[src/rtl/tms_prog_mem_arbiter_if.sv]
// Bus bundle for the program-memory arbiter: core fetch port, Wishbone slave
// port and the single-port SRAM macro port.
interface tms_prog_mem_arbiter_if;
    logic        fetch_req;
    logic [10:0] fetch_addr;
    logic        fetch_valid;
    logic [7:0]  fetch_data;

    logic        wbs_cyc_i;
    logic        wbs_stb_i;
    logic        wbs_we_i;
    logic [31:0] wbs_adr_i;
    logic [31:0] wbs_dat_i;
    logic [3:0]  wbs_sel_i;
    logic [31:0] wbs_dat_o;
    logic        wbs_ack_o;

    logic        mem_csb;
    logic        mem_web;
    logic [3:0]  mem_wmask;
    logic [8:0]  mem_addr;
    logic [31:0] mem_din;
    logic [31:0] mem_dout;

    modport slave (
        input  fetch_req, fetch_addr,
        input  wbs_cyc_i, wbs_stb_i, wbs_we_i, wbs_adr_i, wbs_dat_i, wbs_sel_i,
        input  mem_dout,
        output fetch_valid, fetch_data,
        output wbs_dat_o, wbs_ack_o,
        output mem_csb, mem_web, mem_wmask, mem_addr, mem_din
    );

    modport master (
        output fetch_req, fetch_addr,
        output wbs_cyc_i, wbs_stb_i, wbs_we_i, wbs_adr_i, wbs_dat_i, wbs_sel_i,
        output mem_dout,
        input  fetch_valid, fetch_data,
        input  wbs_dat_o, wbs_ack_o,
        input  mem_csb, mem_web, mem_wmask, mem_addr, mem_din
    );
endinterface

[src/rtl/tms_prog_mem_arbiter.sv]
// Shares one 512x32 single-port program SRAM between the TMS1x00 byte fetch
// and the Wishbone loader; the core has priority, bounded by a starvation count.
module tms_prog_mem_arbiter #(
    parameter int unsigned STARVE_LIMIT = 4
) (
    input  logic                 wb_clk_i,
    input  logic                 wb_rst_n,
    tms_prog_mem_arbiter_if.slave bus
);
    typedef enum logic [1:0] {
        IDLE    = 2'd0,
        C_DATA  = 2'd1,
        W_RDATA = 2'd2,
        W_ACK   = 2'd3
    } state_t;

    localparam logic [2:0] LIMIT = 3'(STARVE_LIMIT);

    state_t      state;
    logic        fetch_pend;
    logic [10:0] faddr;
    logic [1:0]  lane;
    logic [2:0]  starve_cnt;

    logic        fetch_want;
    logic [10:0] fetch_a;
    logic        wb_pend;
    logic        core_win;
    logic        wb_win;
    logic        unused_adr_bits;

    assign unused_adr_bits = ^{bus.wbs_adr_i[31:17], bus.wbs_adr_i[15:11], bus.wbs_adr_i[1:0]};

    // A fetch_req seen in IDLE is served in the same cycle, so an uncontended
    // fetch completes in two cycles; otherwise it waits in the fetch latch.
    always_comb begin
        fetch_want = fetch_pend | bus.fetch_req;
        fetch_a    = fetch_pend ? faddr : bus.fetch_addr;
        wb_pend    = bus.wbs_cyc_i & bus.wbs_stb_i & bus.wbs_adr_i[16];
        core_win   = (state == IDLE) & fetch_want & (~wb_pend | (starve_cnt < LIMIT));
        wb_win     = (state == IDLE) & ~core_win & wb_pend;
    end

    always_comb begin
        bus.mem_csb   = 1'b1;
        bus.mem_web   = 1'b1;
        bus.mem_wmask = 4'b0000;
        bus.mem_addr  = 9'd0;
        bus.mem_din   = 32'd0;
        if (core_win) begin
            bus.mem_csb  = 1'b0;
            bus.mem_addr = fetch_a[10:2];
        end else if (wb_win) begin
            bus.mem_csb  = 1'b0;
            bus.mem_addr = bus.wbs_adr_i[10:2];
            if (bus.wbs_we_i) begin
                bus.mem_web   = 1'b0;
                bus.mem_wmask = bus.wbs_sel_i;
                bus.mem_din   = bus.wbs_dat_i;
            end
        end
    end

    always_ff @(posedge wb_clk_i or negedge wb_rst_n) begin
        if (!wb_rst_n) begin
            state           <= IDLE;
            fetch_pend      <= 1'b0;
            faddr           <= 11'd0;
            lane            <= 2'd0;
            starve_cnt      <= 3'd0;
            bus.fetch_valid <= 1'b0;
            bus.fetch_data  <= 8'd0;
            bus.wbs_ack_o   <= 1'b0;
            bus.wbs_dat_o   <= 32'd0;
        end else begin
            bus.fetch_valid <= 1'b0;
            bus.wbs_ack_o   <= 1'b0;

            // The first request to arrive owns the latch until it is served.
            if (core_win) begin
                fetch_pend <= 1'b0;
            end else if (bus.fetch_req && !fetch_pend) begin
                fetch_pend <= 1'b1;
                faddr      <= bus.fetch_addr;
            end

            case (state)
                IDLE: begin
                    if (core_win) begin
                        lane  <= fetch_a[1:0];
                        state <= C_DATA;
                        // core_win under contention implies starve_cnt < LIMIT
                        if (wb_pend) starve_cnt <= starve_cnt + 3'd1;
                    end else if (wb_win) begin
                        starve_cnt <= 3'd0;
                        if (bus.wbs_we_i) begin
                            state         <= W_ACK;
                            bus.wbs_ack_o <= 1'b1;
                        end else begin
                            state <= W_RDATA;
                        end
                    end
                end
                C_DATA: begin
                    bus.fetch_valid <= 1'b1;
                    case (lane)
                        2'd0:    bus.fetch_data <= bus.mem_dout[7:0];
                        2'd1:    bus.fetch_data <= bus.mem_dout[15:8];
                        2'd2:    bus.fetch_data <= bus.mem_dout[23:16];
                        default: bus.fetch_data <= bus.mem_dout[31:24];
                    endcase
                    state <= IDLE;
                end
                W_RDATA: begin
                    bus.wbs_dat_o <= bus.mem_dout;
                    bus.wbs_ack_o <= 1'b1;
                    state         <= W_ACK;
                end
                default: begin
                    state <= IDLE;
                end
            endcase
        end
    end
endmodule

[src/flat_wrapper.sv]
// flat-port wrapper written by rule: the top's interface ports become plain ports
module tms_prog_mem_arbiter_flat 
#(
    parameter int unsigned STARVE_LIMIT = 4
)
  (wb_clk_i, wb_rst_n, bus_fetch_req, bus_fetch_addr, bus_wbs_cyc_i, bus_wbs_stb_i, bus_wbs_we_i, bus_wbs_adr_i, bus_wbs_dat_i, bus_wbs_sel_i, bus_mem_dout, bus_fetch_valid, bus_fetch_data, bus_wbs_dat_o, bus_wbs_ack_o, bus_mem_csb, bus_mem_web, bus_mem_wmask, bus_mem_addr, bus_mem_din);
  tms_prog_mem_arbiter_if bus_i ();
  input  logic wb_clk_i;
  input  logic wb_rst_n;
  input wire logic [$bits(bus_i.fetch_req)-1:0] bus_fetch_req;
  input wire logic [$bits(bus_i.fetch_addr)-1:0] bus_fetch_addr;
  input wire logic [$bits(bus_i.wbs_cyc_i)-1:0] bus_wbs_cyc_i;
  input wire logic [$bits(bus_i.wbs_stb_i)-1:0] bus_wbs_stb_i;
  input wire logic [$bits(bus_i.wbs_we_i)-1:0] bus_wbs_we_i;
  input wire logic [$bits(bus_i.wbs_adr_i)-1:0] bus_wbs_adr_i;
  input wire logic [$bits(bus_i.wbs_dat_i)-1:0] bus_wbs_dat_i;
  input wire logic [$bits(bus_i.wbs_sel_i)-1:0] bus_wbs_sel_i;
  input wire logic [$bits(bus_i.mem_dout)-1:0] bus_mem_dout;
  output wire logic [$bits(bus_i.fetch_valid)-1:0] bus_fetch_valid;
  output wire logic [$bits(bus_i.fetch_data)-1:0] bus_fetch_data;
  output wire logic [$bits(bus_i.wbs_dat_o)-1:0] bus_wbs_dat_o;
  output wire logic [$bits(bus_i.wbs_ack_o)-1:0] bus_wbs_ack_o;
  output wire logic [$bits(bus_i.mem_csb)-1:0] bus_mem_csb;
  output wire logic [$bits(bus_i.mem_web)-1:0] bus_mem_web;
  output wire logic [$bits(bus_i.mem_wmask)-1:0] bus_mem_wmask;
  output wire logic [$bits(bus_i.mem_addr)-1:0] bus_mem_addr;
  output wire logic [$bits(bus_i.mem_din)-1:0] bus_mem_din;
  assign bus_i.fetch_req = bus_fetch_req;
  assign bus_i.fetch_addr = bus_fetch_addr;
  assign bus_i.wbs_cyc_i = bus_wbs_cyc_i;
  assign bus_i.wbs_stb_i = bus_wbs_stb_i;
  assign bus_i.wbs_we_i = bus_wbs_we_i;
  assign bus_i.wbs_adr_i = bus_wbs_adr_i;
  assign bus_i.wbs_dat_i = bus_wbs_dat_i;
  assign bus_i.wbs_sel_i = bus_wbs_sel_i;
  assign bus_i.mem_dout = bus_mem_dout;
  assign bus_fetch_valid = bus_i.fetch_valid;
  assign bus_fetch_data = bus_i.fetch_data;
  assign bus_wbs_dat_o = bus_i.wbs_dat_o;
  assign bus_wbs_ack_o = bus_i.wbs_ack_o;
  assign bus_mem_csb = bus_i.mem_csb;
  assign bus_mem_web = bus_i.mem_web;
  assign bus_mem_wmask = bus_i.mem_wmask;
  assign bus_mem_addr = bus_i.mem_addr;
  assign bus_mem_din = bus_i.mem_din;
  tms_prog_mem_arbiter #(.STARVE_LIMIT(STARVE_LIMIT)) u_core (.wb_clk_i(wb_clk_i), .wb_rst_n(wb_rst_n), .bus(bus_i));
endmodule
[config.mk]
export PLATFORM = sky130hd
export DESIGN_NAME = tms_prog_mem_arbiter_flat
export DESIGN_NICKNAME = d
export VERILOG_FILES = /design/src/rtl/tms_prog_mem_arbiter_if.sv /design/src/rtl/tms_prog_mem_arbiter.sv /design/src/flat_wrapper.sv
export SDC_FILE = /design/constraint.sdc
export NUM_CORES = 1
export LEC_CHECK = 0
export BUFFER_PORTS_ARGS = -buffer_cell sky130_fd_sc_hd__buf_2
export CAP_MARGIN = 10
export CORE_MARGIN = 4
export CORE_UTILIZATION = 42
export CTS_CLUSTER_SIZE = 10
export DETAILED_ROUTE_END_ITERATION = 16
export PLACE_DENSITY = 0.78
export SLEW_MARGIN = 20
export SYNTH_ARGS = -nofsm -noshare
export SYNTH_HDL_FRONTEND = slang
export SYNTH_SLANG_ARGS = --single-unit
export TNS_END_PERCENT = 10
[constraint.sdc]
create_clock -name wb_clk_i -period 2 [get_ports wb_clk_i]
set_input_delay 0.3 -clock wb_clk_i [delete_from_list [all_inputs] [get_ports wb_clk_i]]
set_output_delay 0.3 -clock wb_clk_i [all_outputs]
set_load 0.1 [all_outputs]
; ---- Yosys cells after proc, flatten, opt, wreduce, memory -nomap -nowiden
; Cells that the tools add are included.
[totals]
reg_bits = 61
latchBits = 0
ram_bits = 0
mem_bits_ro = 0
in_bits = 117
out_inout_bits = 89
elab_cells = 65
mem_count = 0
[op_classes]
add_sub_neg = 1
mul = 0
n_div = 0
n_lt_le_gt_ge = 1
eq_ne = 6
shifts = 0
muxes = 29
bitwise = 10
n_reduce_logical = 9
[op_table]
columns = operator, count
row1 = 32-bit 2-to-1 mux, 3
row2 = 8-bit case mux with 3 select lines, 1
row3 = 9-bit 2-to-1 mux, 2
row4 = 1-bit 2-to-1 mux, 12
row5 = 4-bit 2-to-1 mux, 3
row6 = 11-bit 2-to-1 mux, 1
row7 = 3-bit 2-to-1 mux, 3
row8 = 1-bit AND, 6
row9 = "2-bit by 1-bit equality test with 1-bit output, second input constant", 2
row10 = "2-bit equality test, second input constant", 2
row11 = 2-bit zero test, 2
row12 = 2-bit 2-to-1 mux, 2
row13 = 2-bit case mux with 2 select lines, 1
row14 = 2-bit AND reduction, 2
row15 = 2-bit nonzero test, 2
row16 = "3-bit by 1-bit adder with 3-bit output, second input constant", 1
row17 = "3-bit less-than comparator, second input constant", 1
row18 = "3-bit by 1-bit inequality test with 1-bit output, second input constant", 1
row19 = 3-bit AND reduction, 1
row20 = "2-bit by 1-bit inequality test with 1-bit output, second input constant", 1
row21 = 1-bit NOT, 2
row22 = 1-bit bitwise OR, 2
row23 = 1-bit case mux with 2 select lines, 1
row24 = 1-bit logical AND, 1
row25 = 1-bit zero test, 1

; ---- Longest topological paths before layout
; Gate-level depths: netlist (run 1).
[depth]
ltp_word = 11
depth_mapped = 5
ltp_nobuf = 4

; ---- Worst setup path before layout (run 1)
; OpenSTA, ideal clock, no wires.
[synth_timing]
path_kind = register to output
from = register u_core.fetch_pend
to = output port bus_mem_csb
arrival_ps = 2810
required_time_ps = 1700
setup_slack_ps = -1110
stages_incl_launch_ff = 3
path_buffers = 0
path_cell_list = dfrtp_1 > or2_2 > o21ai_0
[synth_via]
elab_chain_len = 8
[synth_lines]
columns = element, line
row1 = start: declaration, tms_prog_mem_arbiter.sv:20  ; logic fetch_pend;
row2 = start signal: assignment, tms_prog_mem_arbiter.sv:67  ; fetch_pend <= 1'b0;
row3 = start signal: assignment, tms_prog_mem_arbiter.sv:81  ; fetch_pend <= 1'b0;
row4 = start signal: assignment, tms_prog_mem_arbiter.sv:83  ; fetch_pend <= 1'b1;
row5 = 1-bit bitwise OR (*), tms_prog_mem_arbiter.sv:37  ; fetch_want = fetch_pend | bus.fetch_req;
row6 = 1-bit AND (*) (2 in series), tms_prog_mem_arbiter.sv:40  ; core_win = (state == IDLE) & fetch_want & (~wb_pend | (starve_cnt < LIMIT));
row7 = 1-bit NOT, tms_prog_mem_arbiter.sv:41  ; wb_win = (state == IDLE) & ~core_win & wb_pend;
row8 = 1-bit AND (2 in series), tms_prog_mem_arbiter.sv:41
row9 = 1-bit 2-to-1 mux, tms_prog_mem_arbiter.sv:53  ; end else if (wb_win) begin
row10 = 1-bit 2-to-1 mux (*), tms_prog_mem_arbiter.sv:50  ; if (core_win) begin
row11 = end: declaration, flat_wrapper.sv:23  ; output wire logic [$bits(bus_i.mem_csb)-1:0] bus_mem_csb;
; Mark *: on every way between the ends. The rest lies on a longest branch, timed or not.

; ---- Final worst setup path (run 1)
[layout_timing]
from = register u_core.state[1]
to = output port bus_mem_wmask[2]
[layout_via]
elab_chain_len = 8
[layout_lines]
columns = element, line
row1 = start: declaration, tms_prog_mem_arbiter.sv:19  ; state_t state;
row2 = start signal: assignment, tms_prog_mem_arbiter.sv:66  ; state <= IDLE;
row3 = start signal: assignment, tms_prog_mem_arbiter.sv:91  ; state <= C_DATA;
row4 = start signal: assignment, tms_prog_mem_arbiter.sv:97  ; state <= W_ACK;
row5 = 2-bit zero test (*), "tms_prog_mem_arbiter.sv:40, tms_prog_mem_arbiter.sv:41"
row6 = 1-bit AND (2 in series), tms_prog_mem_arbiter.sv:40
row7 = 1-bit NOT, tms_prog_mem_arbiter.sv:41
row8 = 1-bit AND (2 in series), tms_prog_mem_arbiter.sv:41
row9 = 4-bit 2-to-1 mux, tms_prog_mem_arbiter.sv:53
row10 = 4-bit 2-to-1 mux (*), tms_prog_mem_arbiter.sv:50
row11 = end: declaration, flat_wrapper.sv:25  ; output wire logic [$bits(bus_i.mem_wmask)-1:0] bus_mem_wmask;
; Marked as above.

==> results of run 1 <==
## per-stage QoR
step | setup WS [ps] | hold WS, ps | util [%] | std cells
after global placement | 156 | 259 | 70.9 | 500
after global routing | -112 | 189 | 76.9 | 521
after detailed placement | 133 | 264 | 70.9 | 500
after floorplan | -211 | 4.41 | - | 222
after CTS | -12.3 | 184 | 76.3 | 520
final | -24.0 | 207 | 76.9 | 521
## path summary, 6_finish.rpt
kind                                          from                        to  slack (ps)
max in group asynchronous                 wb_rst_n  u_core.bus.fetch_data[3]         900
max                                u_core.state[1]          bus_mem_wmask[2]         -20
max reg2reg                         u_core.lane[0]  u_core.bus.fetch_data[3]         300
min                                bus_mem_dout[7]   u_core.bus.wbs_dat_o[7]         210
min in group asynchronous                 wb_rst_n  u_core.bus.wbs_dat_o[14]         450
min reg2reg                u_core.bus.wbs_dat_o[6]   u_core.bus.wbs_dat_o[6]         500
## critical path, cell delays in order, from the launching register on
cell and delay (ps):
dfrtp_2 430, nor2_4 170, o2111a_2 230, buf_12 170
and2_1 200, buf_12 190
## cell usage after synthesis (2+ instances only)
library cell  count
and2_1           36
mux2i_1           9
o2bb2ai_1         9
buf_4             3
buf_2             7
or2_2             2
mux4_2            8
dfrtp_1          61
inv_1             3
mux2_2           44
mux2_4           10
mux2_1            2
a21oi_1           5
nor2_1            2
clkbuf_2          3
## timing repair
| item | 4_1_cts | 5_1_grt |
|---|---|---|
| gates cloned | 0 | 1 |
| setup endpoints to repair | 46 | 45 |
| gates resized for setup | 24 | 5 |
| endpoints found under the hold margin | 18 | 0 |
| hold buffers | 1 | 0 |
| buffers inserted | 3 | 0 |
| pin swaps | 0 | 8 |
## cells by family (layout without fill, tap and decap cells)
| group | Yosys count | after routing | share of synthesized area (%) |
|---|---|---|---|
| muxes | 73 | 73 | 30.8 |
| DFF | 61 | 61 | 50.2 |
| and+or+nand+nor | 48 | 48 | 9.87 |
| AOI/OAI and AO/OA | 21 | 21 | 5.47 |
| buffers and inverters | 18 | 221 | 3.25 |
| adders and majority gates | 1 | 1 | 0.411 |
## registers in the layout (all words and copies together), names as in the netlist
name	count
u_core.bus.fetch_valid	1
u_core.bus.wbs_ack_o	1
u_core.lane	2
u_core.fetch_pend	1
u_core.state	2
u_core.bus.wbs_dat_o	32
u_core.faddr	11
u_core.starve_cnt	3
u_core.bus.fetch_data	8
## area by class of cell
class                           count  area (µm²)
Clock buffer                       12         155
Clock inverter                      4        22.5
Fill cell                         449        1590
Inverter                            3        11.3
Multi-Input combinational cell    143        1640
Sequential cell                    61        1530
Tap cell                           96         120
Timing Repair Buffer              202        1840
## layer usage
layer / wire (µm) / vias to the layer above / GRT usage, %
met3: 617 / 13 / 6.52
met1: 3650 / 1297 / 26.5
met2: 5260 / 100 / 39.7
met5: 0 / - / 0
li1: - / 1192 / -
met4: 152 / 0 / 6.72
==> metrics.md, run 1 <==
| Metric | Value |
|---|---|
| Outcome | finished with violations |
| Violated checks | negative setup slack |
| Clock sinks | 61 |
| GR Overflow Total | 0 |
| Commonest cells after routing, fill and taps aside | 136 x buf_2, 60 x dfrtp_1, 51 x buf_12 |
| First-pass DRT Iterations | 4 |
| Yosys warning count | 0 |
| Final hold violation count | 0 |
| Port bufs | 183 |
| CP startpoint kind | flop |
| NumNets Final | 538 |
| Crit path max fanout | 37 |
| CTS H-tree depth | 3 |
| WS Path Type | reg -> out |
| Final TNS setup | -278 ps |
| Actual slew at the worst max-slew pin | 578 ps |
| Core Area | 6910 µm² |
| Flop and latch count out of synthesis | 61 |
| Syn Inst Count | 222 |
| Share of cells above drive strength 1 | 72.5% |
| Max Fclk | 494 MHz |
| Synth-to-layout area growth | 74.6% |
| Largest cells by area after synthesis | dfrtp_1 50%, mux2_2 16%, and2_1 7.4% |
| Post-detail-place hpwl | 7220 µm |
| GPL Wtd Cong | 0.760 |
| Routed wire per std cell | 18.6 µm |
| Avg Inst Size Synth | 13.7 µm² |
| ANT nets after route | 0 |
| Critical path endpoint category | primary output |
| Seq/Total Area, Yosys | 50.2% |
| Total GRT Usage | 22.5% |
| Initial antenna violation count | 0 |
| DR iter-0 viols | 55 |
| Vias per cell | 4.99 |
| Fin crit period | 2020 ps |
| CP Data Required Time | 1700 ps |
| WP data arrival | 1720 ps |
| FFs w/ async S/R, synth | 100% |
| Clock tree buffer depth | 2 |
| # IOs | 206 |
| Die area | 8670 µm² |
| Area after DPL | 4900 µm² |
| Clk_skew | 7.35 ps |
| WL final | 9680 µm |
| # diodes | 0 |
| Worst-skew pair later-pin latency | 330 ps |
| TritonCTS clock tree | built |
| Final slew viol count | 0 |
| Post-synth EDFFs | 0 |
| Syn_nets | 340 |
| Most common cell after layout, fill and taps aside | buf_2 |
| Die height | 93.1 µm |
| Final Cycle Share | 101% |
| Row cnt | 30 |
| Vias in the first global route | 2840 |
| Yosys top cell by area | dfrtp_1 |
| Setup violators final | 25 |
| Post-route cell area | 5310 µm² |
| Vias post-DR | 2602 |
| R2R depth | 2 |
| Ys flop type | dfrtp_1 |
| Worst setup margin | -24.0 ps |
| CTS Buf Count | 9 |
| Largest net degree at the start of global routing | 38 |
| Hold Path Class | in -> reg |
| Die Wd | 93.1 µm |
| Max Cap Violations | 0 |
| Post-Syn Area | 3040 µm² |
| Initial Util | 44.1% |
| Slew HR | 61.5% |
| First-pass GRT wire length | 15100 µm |
| Clk root buf | clkbuf_8 |
| RSZ-0062 raised after global routing | true |
| CTS clk-pin slew, worst paths | 60 ps |
| Synth top area share | 50.2% |
| Synth unique cells | 33 |
| WHS Path Cells | 2 |
| Remaining DRCs | 0 |
Power of run 1 is not shown: default switching activity piles up to over one toggle a cycle in this logic, so the estimate is an artifact.
==> run 2: changes to the inputs <==
--- a/config.mk
+++ b/config.mk
@@ -11,7 +11,8 @@
 export CORE_UTILIZATION = 42
 export CTS_CLUSTER_SIZE = 10
 export DETAILED_ROUTE_END_ITERATION = 16
-export PLACE_DENSITY = 0.78
+export MAX_ROUTING_LAYER = met4
+export PLACE_DENSITY = 0.79
 export SLEW_MARGIN = 20
 export SYNTH_ARGS = -nofsm -noshare
 export SYNTH_HDL_FRONTEND = slang
==> run 2 against run 1 <==
Against the previous run:
- the flow still finishes with violations (negative setup slack)
- routed wire length up 3.5%
- via count up 3.5%
- sequential share of layout area down 0.62 points
- die area unchanged
- fmax down 2.9%
- sequential cell count unchanged
- critical path depth unchanged
- clock-buffer cell count unchanged
- worst setup slack worse by 60 ps
- global-route usage up 0.73 points
- core utilization up 1.8 points
- clock skew up 5.5 ps
- critical endpoint is now bus_mem_din[26]
==> metrics.md, run 2 (synthesized netlist as in run 1, its figures left out) <==
| Metric | Value |
|---|---|
| Outcome | finished with violations |
| Violated checks | negative setup slack |
| Largest net degree at the start of global routing | 33 |
| Crit path max fanout | 18 |
| Worst-skew pair later-pin latency | 330 ps |
| Die Wd | 93.1 µm |
| Actual slew at the worst max-slew pin | 600 ps |
| Setup violators final | 46 |
| Die height | 93.1 µm |
| Biggest regs | u_core.bus.wbs_dat_o: 32 flops, u_core.faddr: 11 flops, u_core.bus.fetch_data: 8 flops |
| Max reg flops | 32 |
| TritonCTS clock tree | built |
| Hold Path Class | in -> reg |
| Remaining DRCs | 0 |
| Final Cycle Share | 104% |
| Die area | 8670 µm² |
| Synth-to-layout area growth | 78.7% |
| ANT nets after route | 0 |
| # diodes | 0 |
| RSZ-0062 raised after global routing | true |
| Vias in the first global route | 3115 |
| Initial antenna violation count | 0 |
| CTS Buf Count | 9 |
| Clk_skew | 12.9 ps |
| CP Data Required Time | 1700 ps |
| Clk root buf | clkbuf_8 |
| Max Cap Violations | 0 |
| Largest Register | u_core.bus.wbs_dat_o |
| First-pass DRT Iterations | 4 |
| Initial Util | 44.1% |
| NumNets Final | 545 |
| DR iter-0 viols | 44 |
| CTS clk-pin slew, worst paths | 70 ps |
| Critical path endpoint category | primary output |
| Multi-input logic area | 1630 µm² |
| # IOs | 206 |
| Final hold violation count | 0 |
| Non-Filler Instances | 528 |
| Max Fclk | 480 MHz |
| Vias post-DR | 2693 |
| WP data arrival | 1780 ps |
| WS Path Type | reg -> out |
| Share of cells above drive strength 1 | 79.4% |
| Clock tree buffer depth | 2 |
| CTS H-tree depth | 3 |
| CP startpoint kind | flop |
| Reg area | 1530 µm² |
| Vias per cell | 5.10 |
| Core Area | 6910 µm² |
| Fin crit period | 2080 ps |
| Placed Cells | 498 |
| Fill count | 416 |
| Slew HR | 60.0% |
| Row cnt | 30 |
| Most common cell after layout, fill and taps aside | buf_2 |
| Routed wire per std cell | 19.0 µm |
| Clock sinks | 61 |
| Total GRT Usage | 23.2% |
| Post-detail-place hpwl | 6960 µm |
| GR Overflow Total | 0 |
| Final slew viol count | 0 |
| GPL Wtd Cong | 0.745 |
| Dpl ws | 123 ps |
| WL final | 10000 µm |
| Commonest cells after routing, fill and taps aside | 136 x buf_2, 58 x dfrtp_1, 51 x buf_12 |
| Worst setup margin | -83.8 ps |
| Port bufs | 183 |
| First-pass GRT wire length | 15300 µm |
run 2: layer usage:
| layer | global-route usage, % | vias up | wire length (µm) | part of all wire, % |
|---|---|---|---|---|
| li1 | - | 1205 | - | - |
| met1 | 25.4 | 1323 | 3740 | 37 |
| met2 | 40.9 | 140 | 5360 | 53 |
| met3 | 6.44 | 25 | 699 | 7.0 |
| met4 | 7.69 | 0 | 225 | 2.2 |
| met5 | - | - | 0 | 0 |
run 2: worst max-delay path: stages (launching register included):
cell,delay (ps)
dfrtp_1,420
nor2_4,160
o2111a_2,230
bufbuf_16,300
and2_4,160
buf_12,170
run 2: path summary, 6_finish.rpt:
| check | from | to | depth (start not counted) | slack, ps |
|---|---|---|---|---|
| hold / removal | bus_mem_dout[6] | u_core.bus.wbs_dat_o[6] | 2 | 210 |
| setup reg to reg | u_core.state[0] | u_core.faddr[10] | 7 | 210 |
| max in group asynchronous | wb_rst_n | u_core.state[1] | 3 | 850 |
| min in group asynchronous | wb_rst_n | u_core.bus.wbs_dat_o[22] | 2 | 480 |
| setup / recovery | u_core.fetch_pend | bus_mem_din[26] | 5 | -80 |
| hold reg to reg | u_core.bus.wbs_dat_o[7] | u_core.bus.wbs_dat_o[7] | 1 | 490 |
run 2: through the flow:
step	TNS (ps)	hold WS [ps]	instance area [µm²]	utilization (%)
after floorplan	-8290	4.41	3100	-
after global placement	0	290	4900	70.9
after detailed placement	0	286	4900	70.9
after CTS	-589	193	5380	77.8
after global routing	-4790	198	5440	78.8
final	-2830	208	5440	78.8
run 2: what timing repair did:
action | in CTS | in global routing
endpoints found under the hold margin | 21 | 0
hold buffers | 1 | 0
cloned | 1 | 1
resized for setup | 38 | 10
pin swaps | 3 | 1
buffers inserted | 11 | 0
endpoints found under the setup margin | 46 | 46
run 2: layout make-up:
class,instances,area share (%)
clock inverters,4,1.75
multi-input cells,143,29.9
inverters,3,0.207
well taps,96,2.21
flip-flops and latches,61,28.1
clock buffers,12,2.67
repair buffers,209,35.2
Power of run 2 is left out for the same reason.
